==> src/rtl/qpu_exu_wbck_arb_if.sv <==
`default_nettype none
// ============================================================================
//  Module      : qpu_exu_wbck_arb_if
//  Description : Bundle of the write-back arbiter's handshake and commit
//                buses.
//                  alu_wbck_i_*  : ALU result in (valid/ready, data, index,
//                                  rdwen, qwait)
//                  lng_wbck_i_*  : long-pipe write-back in (valid/ready,
//                                  data, index)
//                  rf_wbck_*     : classical register-file write port out
//                  time_wbck_*   : time-register write port out
//                  wbck_busy     : write-back activity flag out
//                The slave modport is the arbiter's view; the master modport
//                is the view of whatever drives the ALU/long-pipe inputs and
//                consumes the write ports.
//  Revision    : 1.0 - initial release
// ============================================================================
interface qpu_exu_wbck_arb_if #(
    parameter int XLEN    = 32,
    parameter int RFIDX_W = 5,
    parameter int TIME_W  = 20
);
    logic               alu_wbck_i_valid;
    logic               alu_wbck_i_ready;
    logic [XLEN-1:0]    alu_wbck_i_wdat;
    logic [RFIDX_W-1:0] alu_wbck_i_rdidx;
    logic               alu_wbck_i_rdwen;
    logic               alu_wbck_i_qwait;

    logic               lng_wbck_i_valid;
    logic               lng_wbck_i_ready;
    logic [XLEN-1:0]    lng_wbck_i_wdat;
    logic [RFIDX_W-1:0] lng_wbck_i_rdidx;

    logic               rf_wbck_ena;
    logic [RFIDX_W-1:0] rf_wbck_rdidx;
    logic [XLEN-1:0]    rf_wbck_wdat;

    logic               time_wbck_ena;
    logic [TIME_W-1:0]  time_wbck_wdat;

    logic               wbck_busy;

    modport slave (
        input  alu_wbck_i_valid, alu_wbck_i_wdat, alu_wbck_i_rdidx,
               alu_wbck_i_rdwen, alu_wbck_i_qwait,
        output alu_wbck_i_ready,
        input  lng_wbck_i_valid, lng_wbck_i_wdat, lng_wbck_i_rdidx,
        output lng_wbck_i_ready,
        output rf_wbck_ena, rf_wbck_rdidx, rf_wbck_wdat,
        output time_wbck_ena, time_wbck_wdat,
        output wbck_busy
    );

    modport master (
        output alu_wbck_i_valid, alu_wbck_i_wdat, alu_wbck_i_rdidx,
               alu_wbck_i_rdwen, alu_wbck_i_qwait,
        input  alu_wbck_i_ready,
        output lng_wbck_i_valid, lng_wbck_i_wdat, lng_wbck_i_rdidx,
        input  lng_wbck_i_ready,
        input  rf_wbck_ena, rf_wbck_rdidx, rf_wbck_wdat,
        input  time_wbck_ena, time_wbck_wdat,
        input  wbck_busy
    );
endinterface
`default_nettype wire

==> src/rtl/qpu_exu_wbck_arb.sv <==
`default_nettype none
// ============================================================================
//  Module      : qpu_exu_wbck_arb
//  Description : QPU EXU write-back stage behind the regular ALU. ALU results
//                are buffered in a DEPTH-entry FIFO and each is committed
//                either to the classical register file or, for QWAIT results,
//                to the time register. The single RF write port is shared
//                between the FIFO head and the long-pipe write-back; the long
//                pipe normally wins, but after STARVE_MAX consecutive losses
//                the FIFO head is forced through.
//  Ports       : clk    - clock
//                rst_n  - asynchronous active-low reset
//                bus    - qpu_exu_wbck_arb_if.slave (ALU in, long-pipe in,
//                         RF write port, time write port, busy flag)
//  Revision    : 1.0 - initial release
// ============================================================================
module qpu_exu_wbck_arb #(
    parameter int XLEN       = 32,
    parameter int RFIDX_W    = 5,
    parameter int TIME_W     = 20,
    parameter int DEPTH      = 2,
    parameter int STARVE_MAX = 3
) (
    input  wire logic            clk,
    input  wire logic            rst_n,
    qpu_exu_wbck_arb_if.slave    bus
);

    localparam int c_PTR_W   = $clog2(DEPTH);
    localparam int c_CNT_W   = $clog2(DEPTH + 1);
    localparam int c_STALL_W = $clog2(STARVE_MAX + 1);

    // FIFO storage (payload only, no reset needed: validity lives in r_count)
    logic [XLEN-1:0]    r_wdat  [DEPTH];
    logic [RFIDX_W-1:0] r_rdidx [DEPTH];
    logic               r_rdwen [DEPTH];
    logic               r_qwait [DEPTH];

    logic [c_PTR_W-1:0]   r_wr_ptr;
    logic [c_PTR_W-1:0]   r_rd_ptr;
    logic [c_CNT_W-1:0]   r_count;
    logic [c_STALL_W-1:0] r_stall_cnt;

    logic w_head_valid;
    logic w_head_qwait;
    logic w_alu_ready;
    logic w_push;
    logic w_pop;
    logic w_fifo_win;
    logic w_stall_sat;
    logic w_head_lost;

    // ------------------------------------------------------------------
    // Push side: no pass-through, a full FIFO refuses even if it pops now
    // ------------------------------------------------------------------
    assign w_alu_ready  = (r_count != c_CNT_W'(DEPTH));
    assign w_push       = bus.alu_wbck_i_valid & w_alu_ready;

    // ------------------------------------------------------------------
    // Head routing and RF-port arbitration
    // ------------------------------------------------------------------
    assign w_head_valid = (r_count != '0);
    assign w_head_qwait = w_head_valid & r_qwait[r_rd_ptr];
    assign w_stall_sat  = (r_stall_cnt == c_STALL_W'(STARVE_MAX));

    // A QWAIT head never touches the RF port, so it neither wins nor blocks
    // the long pipe; it pops on its own below.
    assign w_fifo_win   = w_head_valid & ~w_head_qwait
                        & (~bus.lng_wbck_i_valid | w_stall_sat);
    assign w_pop        = w_head_qwait | w_fifo_win;
    assign w_head_lost  = w_head_valid & ~w_head_qwait & ~w_fifo_win;

    always_comb begin
        bus.rf_wbck_ena   = 1'b0;
        bus.rf_wbck_rdidx = bus.lng_wbck_i_rdidx;
        bus.rf_wbck_wdat  = bus.lng_wbck_i_wdat;
        if (w_fifo_win) begin
            // Writes to x0 still consume the entry but raise no strobe
            bus.rf_wbck_ena   = r_rdwen[r_rd_ptr] & (r_rdidx[r_rd_ptr] != '0);
            bus.rf_wbck_rdidx = r_rdidx[r_rd_ptr];
            bus.rf_wbck_wdat  = r_wdat[r_rd_ptr];
        end else if (bus.lng_wbck_i_valid) begin
            bus.rf_wbck_ena   = (bus.lng_wbck_i_rdidx != '0);
        end
    end

    assign bus.alu_wbck_i_ready = w_alu_ready;
    assign bus.lng_wbck_i_ready = ~w_fifo_win;
    assign bus.time_wbck_ena    = w_head_qwait;
    // Only the low TIME_W bits of a QWAIT result are meaningful
    assign bus.time_wbck_wdat   = r_wdat[r_rd_ptr][TIME_W-1:0];
    assign bus.wbck_busy        = w_head_valid | bus.lng_wbck_i_valid;

    // ------------------------------------------------------------------
    // FIFO payload write
    // ------------------------------------------------------------------
    always_ff @(posedge clk) begin
        if (w_push) begin
            r_wdat[r_wr_ptr]  <= bus.alu_wbck_i_wdat;
            r_rdidx[r_wr_ptr] <= bus.alu_wbck_i_rdidx;
            r_rdwen[r_wr_ptr] <= bus.alu_wbck_i_rdwen;
            r_qwait[r_wr_ptr] <= bus.alu_wbck_i_qwait;
        end
    end

    // ------------------------------------------------------------------
    // FIFO control and starvation counter
    // ------------------------------------------------------------------
    always_ff @(posedge clk or negedge rst_n) begin
        if (!rst_n) begin
            r_wr_ptr    <= '0;
            r_rd_ptr    <= '0;
            r_count     <= '0;
            r_stall_cnt <= '0;
        end else begin
            // DEPTH is a power of two, so pointers wrap by natural overflow
            if (w_push) begin
                r_wr_ptr <= r_wr_ptr + c_PTR_W'(1);
            end
            if (w_pop) begin
                r_rd_ptr <= r_rd_ptr + c_PTR_W'(1);
            end
            r_count <= r_count + c_CNT_W'(w_push) - c_CNT_W'(w_pop);

            if (w_pop || !w_head_valid) begin
                r_stall_cnt <= '0;
            end else if (w_head_lost && !w_stall_sat) begin
                r_stall_cnt <= r_stall_cnt + c_STALL_W'(1);
            end
        end
    end

endmodule
`default_nettype wire

==> src/flat_wrapper.sv <==
// flat-port wrapper written by rule: the top's interface ports become plain ports
module qpu_exu_wbck_arb_flat 
#(
    parameter int XLEN       = 32,
    parameter int RFIDX_W    = 5,
    parameter int TIME_W     = 20,
    parameter int DEPTH      = 2,
    parameter int STARVE_MAX = 3
)
  (clk, rst_n, bus_alu_wbck_i_valid, bus_alu_wbck_i_wdat, bus_alu_wbck_i_rdidx, bus_alu_wbck_i_rdwen, bus_alu_wbck_i_qwait, bus_alu_wbck_i_ready, bus_lng_wbck_i_valid, bus_lng_wbck_i_wdat, bus_lng_wbck_i_rdidx, bus_lng_wbck_i_ready, bus_rf_wbck_ena, bus_rf_wbck_rdidx, bus_rf_wbck_wdat, bus_time_wbck_ena, bus_time_wbck_wdat, bus_wbck_busy);
  qpu_exu_wbck_arb_if #(.XLEN(XLEN), .RFIDX_W(RFIDX_W), .TIME_W(TIME_W)) bus_i ();
  input  wire logic clk;
  input  wire logic rst_n;
  input wire logic [$bits(bus_i.alu_wbck_i_valid)-1:0] bus_alu_wbck_i_valid;
  input wire logic [$bits(bus_i.alu_wbck_i_wdat)-1:0] bus_alu_wbck_i_wdat;
  input wire logic [$bits(bus_i.alu_wbck_i_rdidx)-1:0] bus_alu_wbck_i_rdidx;
  input wire logic [$bits(bus_i.alu_wbck_i_rdwen)-1:0] bus_alu_wbck_i_rdwen;
  input wire logic [$bits(bus_i.alu_wbck_i_qwait)-1:0] bus_alu_wbck_i_qwait;
  output wire logic [$bits(bus_i.alu_wbck_i_ready)-1:0] bus_alu_wbck_i_ready;
  input wire logic [$bits(bus_i.lng_wbck_i_valid)-1:0] bus_lng_wbck_i_valid;
  input wire logic [$bits(bus_i.lng_wbck_i_wdat)-1:0] bus_lng_wbck_i_wdat;
  input wire logic [$bits(bus_i.lng_wbck_i_rdidx)-1:0] bus_lng_wbck_i_rdidx;
  output wire logic [$bits(bus_i.lng_wbck_i_ready)-1:0] bus_lng_wbck_i_ready;
  output wire logic [$bits(bus_i.rf_wbck_ena)-1:0] bus_rf_wbck_ena;
  output wire logic [$bits(bus_i.rf_wbck_rdidx)-1:0] bus_rf_wbck_rdidx;
  output wire logic [$bits(bus_i.rf_wbck_wdat)-1:0] bus_rf_wbck_wdat;
  output wire logic [$bits(bus_i.time_wbck_ena)-1:0] bus_time_wbck_ena;
  output wire logic [$bits(bus_i.time_wbck_wdat)-1:0] bus_time_wbck_wdat;
  output wire logic [$bits(bus_i.wbck_busy)-1:0] bus_wbck_busy;
  assign bus_i.alu_wbck_i_valid = bus_alu_wbck_i_valid;
  assign bus_i.alu_wbck_i_wdat = bus_alu_wbck_i_wdat;
  assign bus_i.alu_wbck_i_rdidx = bus_alu_wbck_i_rdidx;
  assign bus_i.alu_wbck_i_rdwen = bus_alu_wbck_i_rdwen;
  assign bus_i.alu_wbck_i_qwait = bus_alu_wbck_i_qwait;
  assign bus_alu_wbck_i_ready = bus_i.alu_wbck_i_ready;
  assign bus_i.lng_wbck_i_valid = bus_lng_wbck_i_valid;
  assign bus_i.lng_wbck_i_wdat = bus_lng_wbck_i_wdat;
  assign bus_i.lng_wbck_i_rdidx = bus_lng_wbck_i_rdidx;
  assign bus_lng_wbck_i_ready = bus_i.lng_wbck_i_ready;
  assign bus_rf_wbck_ena = bus_i.rf_wbck_ena;
  assign bus_rf_wbck_rdidx = bus_i.rf_wbck_rdidx;
  assign bus_rf_wbck_wdat = bus_i.rf_wbck_wdat;
  assign bus_time_wbck_ena = bus_i.time_wbck_ena;
  assign bus_time_wbck_wdat = bus_i.time_wbck_wdat;
  assign bus_wbck_busy = bus_i.wbck_busy;
  qpu_exu_wbck_arb #(.XLEN(XLEN), .RFIDX_W(RFIDX_W), .TIME_W(TIME_W), .DEPTH(DEPTH), .STARVE_MAX(STARVE_MAX)) u_core (.clk(clk), .rst_n(rst_n), .bus(bus_i));
endmodule
==> config.mk <==
export PLATFORM = sky130hd
export DESIGN_NAME = qpu_exu_wbck_arb_flat
export DESIGN_NICKNAME = d
export VERILOG_FILES = /design/src/rtl/qpu_exu_wbck_arb_if.sv /design/src/rtl/qpu_exu_wbck_arb.sv /design/src/flat_wrapper.sv
export SDC_FILE = /design/constraint.sdc
export NUM_CORES = 1
export LEC_CHECK = 0
export BUFFER_PORTS_ARGS = -buffer_cell sky130_fd_sc_hd__buf_2
export CAP_MARGIN = 20
export CORE_AREA = 2 2 101 84
export CTS_CLUSTER_DIAMETER = 60
export DETAILED_ROUTE_END_ITERATION = 7
export DIE_AREA = 0 0 103 86
export MAX_ROUTING_LAYER = met4
export PLACE_DENSITY = 0.82
export SYNTH_ARGS = -nofsm -noshare
export SYNTH_HDL_FRONTEND = slang
export SYNTH_SLANG_ARGS = --single-unit
==> constraint.sdc <==
create_clock -name clk -period 6.54 [get_ports clk]
set_input_delay 0.327 -clock clk [delete_from_list [all_inputs] [get_ports clk]]
set_output_delay 0.327 -clock clk [all_outputs]
set_load 0.02 [all_outputs]
## Word-level counts from Yosys, hierarchy flattened

Memory sizes are Yosys's and may differ from the RTL's.
Cells that the tools add are included.

- Memories kept: 4
- Register bits after elaboration: 6
- RAM bits: 78
- Output and inout bits: 62

Memory list:

| name | words | bits a word | read ports | clocked after memory_dff | wr ports | line | RTL |
|---|---|---|---|---|---|---|---|
| u_core.r_wdat | 2 | 32 | 1 | 0 | 1 | qpu_exu_wbck_arb.sv:34 | `logic [XLEN-1:0] r_wdat [DEPTH];` |
| u_core.r_rdidx | 2 | 5 | 1 | 0 | 1 | qpu_exu_wbck_arb.sv:35 | `logic [RFIDX_W-1:0] r_rdidx [DEPTH];` |
| u_core.r_qwait | 2 | 1 | 1 | 0 | 1 | qpu_exu_wbck_arb.sv:37 | `logic r_qwait [DEPTH];` |
| u_core.r_rdwen | 2 | 1 | 1 | 0 | 1 | qpu_exu_wbck_arb.sv:36 | `logic r_rdwen [DEPTH];` |

- Equal/unequal tests: 2
- Reduce and logical (&&, ||, !) cells: 8
- Add/sub/neg operators: 5
- Bitwise logic cells: 12
- Muxes and demuxes: 8

Operators by type and width:

| operator | number |
|---|---|
| two-way mux 32 bit | 1 |
| nonzero test 5 bit | 2 |
| AND 1 bit | 6 |
| two-way mux 5 bit | 1 |
| two-way mux 1 bit | 4 |
| two-way mux 2 bit | 2 |
| nonzero test 2 bit | 2 |
| inverter 1 bit | 3 |
| bitwise OR 1 bit | 3 |
| adder 1 bit, second input constant | 2 |
| adder 2 x 1 -> 2 bit | 1 |
| adder 2 x 1 -> 2 bit, second input constant | 1 |
| equality test 2 bit, second input constant | 1 |
| zero test 1 bit | 2 |
| != test 2 bit, second input constant | 1 |
| subtractor 2 x 1 -> 2 bit | 1 |
| logical AND 1 bit | 1 |
| logical OR 1 bit | 1 |

## Depth between registers and ports, before layout

- Depth after elaboration: 10
- Gate-level depth with buffers: 11

## Worst setup path before layout

OpenSTA, ideal clock, no wires.

- Path type: register to register
- Start point: register u_core.r_count[1]
- End point: memory u_core.r_qwait[0] (enable)
- Library setup time: 435 ps
- Arrival: 2383 ps
- Stages on the path, launching flop included: 4
- Data required time: 6105 ps
- Buffers on the path: 0
- Slack: 3721 ps
- Period minus slack after synthesis: 2819 ps
- Cell sequence: dfrtp_1 -> nand2_1 -> nand2_1 -> nor2_1

- Cells in the longest elaborated chain, start to end: 4

RTL lines:

| item | line | RTL |
|---|---|---|
| from (decl) | qpu_exu_wbck_arb.sv:41 | `logic [c_CNT_W-1:0] r_count;` |
| from (signal assigned) | qpu_exu_wbck_arb.sv:123 | `r_count <= r_count + c_CNT_W'(w_push) - c_CNT_W'(w_pop);` |
| != test 2 bit | qpu_exu_wbck_arb.sv:56 | `assign w_alu_ready = (r_count != c_CNT_W'(DEPTH));` |
| named net bus_alu_wbck_i_ready | flat_wrapper.sv:19 | `output wire logic [$bits(bus_i.alu_wbck_i_ready)-1:0] bus_alu_wbck_i_ready;` |
| AND 1 bit | qpu_exu_wbck_arb.sv:57 | `assign w_push = bus.alu_wbck_i_valid & w_alu_ready;` |
| two-way mux 1 bit | qpu_exu_wbck_arb.sv:98 | `if (w_push) begin` |
| two-way mux 1 bit (not written as such) | qpu_exu_wbck_arb.sv:102 | `r_qwait[r_wr_ptr] <= bus.alu_wbck_i_qwait;` |
| to (decl) | qpu_exu_wbck_arb.sv:37 |  |

The timed path passes the listed nets, and every way through them passes these cells.

## Worst setup path after layout

- Start point: register u_core.r_rd_ptr
- End point: output bus_rf_wbck_wdat[5]

- Cells in the longest elaborated chain, start to end: 6

RTL lines:

| item | line | RTL |
|---|---|---|
| from (decl) | qpu_exu_wbck_arb.sv:40 | `logic [c_PTR_W-1:0] r_rd_ptr;` |
| from (signal assigned) | qpu_exu_wbck_arb.sv:121 | `r_rd_ptr <= r_rd_ptr + c_PTR_W'(1);` |
| memory read (2 x 1 bit) | -- |  |
| AND 1 bit | qpu_exu_wbck_arb.sv:63 | `assign w_head_qwait = w_head_valid & r_qwait[r_rd_ptr];` |
| inverter 1 bit | qpu_exu_wbck_arb.sv:68 | `assign w_fifo_win = w_head_valid & ~w_head_qwait` |
| AND 1 bit | qpu_exu_wbck_arb.sv:68 |  |
| AND 1 bit | qpu_exu_wbck_arb.sv:69 | `& (~bus.lng_wbck_i_valid \| w_stall_sat);` |
| two-way mux 32 bit * | qpu_exu_wbck_arb.sv:77 | `if (w_fifo_win) begin` |
| to (decl) | flat_wrapper.sv:26 | `output wire logic [$bits(bus_i.rf_wbck_wdat)-1:0] bus_rf_wbck_wdat;` |

Mark *: on every way between the ends. The rest lies on a longest branch, timed or not.

==> metrics.md <==
| Metric | Value |
|---|---|
| Largest buffer count on any clock path | 2 |
| Total routing usage reported by global routing | approximately 17% |
| Area overhead of the layout relative to synthesis | 28.7% |
| First-iteration detailed-routing DRC count | 60 |
| Post-route ant nets | 0 |
| Final estimated routing congestion in global placement | roughly 0.8 |
| Post-synth net total | around 300 |
| Type of the tightest min-delay check | primary input to register |
| Die Outline Area | 0.00886 mm^2 |
| Result of the run | finished, final reports clean |
| Hold Crit Endpoint | u_core.r_wdat[1][5]$_DFFE_PP_ |
| Average size of a mapped cell | between 15 and 20 um^2 |
| Clock input transition at the sequential cells of the worst setup and hold paths | approximately 0.09 ns |
| Most common cell after layout, fill and taps aside | buf_2 |
| Final global-route overflow total | 0 |
| Fin crit period | about 2.8 ns |
| Count of cell types in the netlist | 29 |
| Count of H-tree levels built during CTS | 3 |
| Crit path DAT | about 2.5 ns |
| Startpoint types | register |
| Rel. slew slack | between 30% and 40% |
| R2r worst-path depth | 9 |
| Clock network latency to the later pin of the worst-skew pair | 0.34 ns |
| Final sum of negative setup slack | 0 ns |
| Critical path capture point type | output port |
| Antenna diode instance count | 0 |
| Average vias per placed instance | 4.83 |
| RSZ-0062 raised after global routing | no |
| R2R setup slack | between 3 and 4 ns |
| CTS tree | yes |
| Core region area | 0.00776 mm^2 |
| Startpoint of the most critical hold path | bus_alu_wbck_i_wdat[5] |
| Final hold violations | 0 |
| Biggest fanout along the worst timing path | 49 |
| Total via count in the routed design | between 2,000 and 2,500 |
| Wire length reported by the detailed router | between 7 and 8 mm |
| Maximum VDD drop | 0.209 mV |
| Launch point of the worst reg-to-reg path | u_core.r_rd_ptr$_DFFE_PN0P_ |
| Residual DRC | 0 |
| Maximum number of pins on one net before global-route repair | 50 |
| Vertical die dimension | approximately 86 um |
| Average routed wire per standard cell | approximately 15 um |
| #FFs+latches synth | between 80 and 90 |
| Number of clock sinks | 84 |
| Worst setup path category | register to output port |
| Vias in the first global route | between 2,000 and 2,500 |
| Post-route fraction of the period consumed by the critical path | around 43% |
| Die extent in x | 103 um |
| Number of antenna violations at the first check in global routing | 0 |
| Wire length of the first global-routing pass | 10.8 mm |
| Worst hold slack across all endpoints | between 0.15 and 0.2 ns |
| Power Dens Cells | 433 mW/mm^2 |
| HPWL after DPL | between 4 and 5 mm |
| Clock tree skew after final layout | 0.00780 ns |
| Effective utilization at floorplan | between 40% and 50% |
| Drt first pass iters | 4 |
| Top library cells by usage in the layout, fill and taps aside | buf_2 (141), edfxtp_1 (78), mux2_2 (38), mux2i_1 (18), nor2_1 (16) |
| Root buffer cell | clkbuf_8 |
| Highest attainable clock frequency | 355 MHz |
| Number of clock buffers inserted by TritonCTS | 9 |
| Synth Cell Area | 0.00360 mm^2 |
| Slew Limit Fails | 0 |
| Final count of negative-setup-slack endpoints | 0 |
| Transition time at the pin with the least slew margin | around 1 ns |
| Final #Nets | ~450 |
| Num ports | 142 |
| Count of cells along the worst hold path | 1 |
| Part of the Yosys area used for sequential elements | between 60% and 70% |
| Syn. warnings | 0 |
| Share of final-layout standard cells stronger than drive strength 1 | 54.9% |
| Leakage | 1.91 nW |
| Max Cap Viol | 0 |
| Crit path required time | approximately 6.2 ns |
| Launching instance or port of the critical path | u_core.r_rd_ptr$_DFFE_PN0P_ |
| Number of input and output port buffers inserted | approximately 140 |
| Critical register-to-register path endpoint | u_core.r_count[1]$_DFF_PN0_ |
| Standard-cell rows | 29 |
| Post-Syn Instances | approximately 220 |
==> per-layer routing <==
| layer | wire length, um | part of all wire (%) | track usage, % |
|---|---|---|---|
| met1 | 2950 | 41 | 18.8 |
| met2 | 3740 | 52 | 28.5 |
| met3 | 397 | 5.6 | 5.30 |
| met4 | 65 | 0.91 | 3.71 |
| met5 | 0 | 0 | - |
==> worst max-delay path: stages, from the launching register on <==
cell	delay [ns]
dfrtp_2	0.40
mux2i_4	0.26
and3b_2	0.89
mux2_2	0.42
buf_2	0.16
==> logic make-up after synthesis <==
group	count (synthesis)	share of synthesized area, %
flip-flops	84	69.3
multiplexers	59	18.2
AND/OR/NAND/NOR	34	4.49
AO/OA/AOI/OAI	21	2.96
buffers and inverters	16	3.06
XOR/XNOR	4	0.974
adder cells (fa/ha/maj)	3	1.04
==> sequential cells by signal, indices dropped and copies added (netlist names) <==
signal              cells
u_core.r_rdidx         10
u_core.r_qwait          2
u_core.r_rdwen          2
u_core.r_rd_ptr         1
u_core.r_stall_cnt      2
u_core.r_wr_ptr         1
u_core.r_wdat          64
u_core.r_count          2
==> worst max-delay path by stage <==
stage	cells after the start	to
finish	4	bus_rf_wbck_wdat[5]
global route	5	bus_rf_wbck_rdidx[3]
CTS	4	bus_rf_wbck_wdat[4]
detailed placement	9	u_core.r_count[1]$_DFF_PN0_
global placement	9	u_core.r_count[1]$_DFF_PN0_
floorplan	3	u_core.r_qwait[0]$_DFFE_PP_
==> through the flow <==
step | setup slack [ns] | util (%) | area, um^2 | cells | power (W)
after floorplan | 3.72 | - | 3600 | 221 | 0.00138
after global placement | 3.96 | 56.2 | 4370 | 460 | 0.00158
after detailed placement | 3.80 | 56.6 | 4390 | 461 | 0.00162
after CTS | 3.68 | 59.6 | 4630 | 478 | 0.00203
after global routing | 3.52 | 59.6 | 4630 | 478 | 0.00212
final | 3.72 | 59.6 | 4630 | 478 | 0.00200
==> area by class of cell <==
cell class                 count  area [um^2]
tap                          108          135
timing repair buffer         144          751
clock buffer                   9          124
clock inverter                 7         98.8
fill                         646         3140
multi-input combinational    121         1000
inverter                       5         21.3
sequential                    84         2490
==> cell usage after synthesis <==
cell      count  share of area, %
edfxtp_1     78                65
mux2_2       38                12
mux2i_1      18               5.0
nor2_1       17               1.8
a21oi_1      13               1.8
nand2_1       7              0.73
dfrtp_1       6               4.2
o21ai_0       6              0.84
buf_2         5              0.70
buf_6         5               1.6
inv_1         4              0.42
ha_1          3               1.0
xnor2_1       3              0.73
mux2_1        2              0.63
nor4_1        2              0.35
a31oi_1       1              0.17
and3_1        1              0.17
and3b_1       1              0.24
buf_4         1              0.21
inv_4         1              0.17
mux2i_4       1              0.63
nand2b_1      1              0.17
nand3_1       1              0.14
nor4b_1       1              0.24
nor4bb_1      1              0.28
o21ai_1       1              0.14
or3_1         1              0.17
or4_1         1              0.21
xor2_1        1              0.24
==> where the power goes <==
| part | switching (W) | internal, W | total, W |
|---|---|---|---|
| Sequential | 0.0000422 | 0.000738 | 0.000780 |
| Combinational | 0.000500 | 0.000319 | 0.000819 |
| Clock | 0.000188 | 0.000218 | 0.000405 |
==> what timing repair did <==
action	4_1_cts	5_1_grt
resized for setup	0	0
hold endpoints to repair	6	0
hold buffers	1	0
buffers inserted	0	0
(Power assumes the default switching activity.)
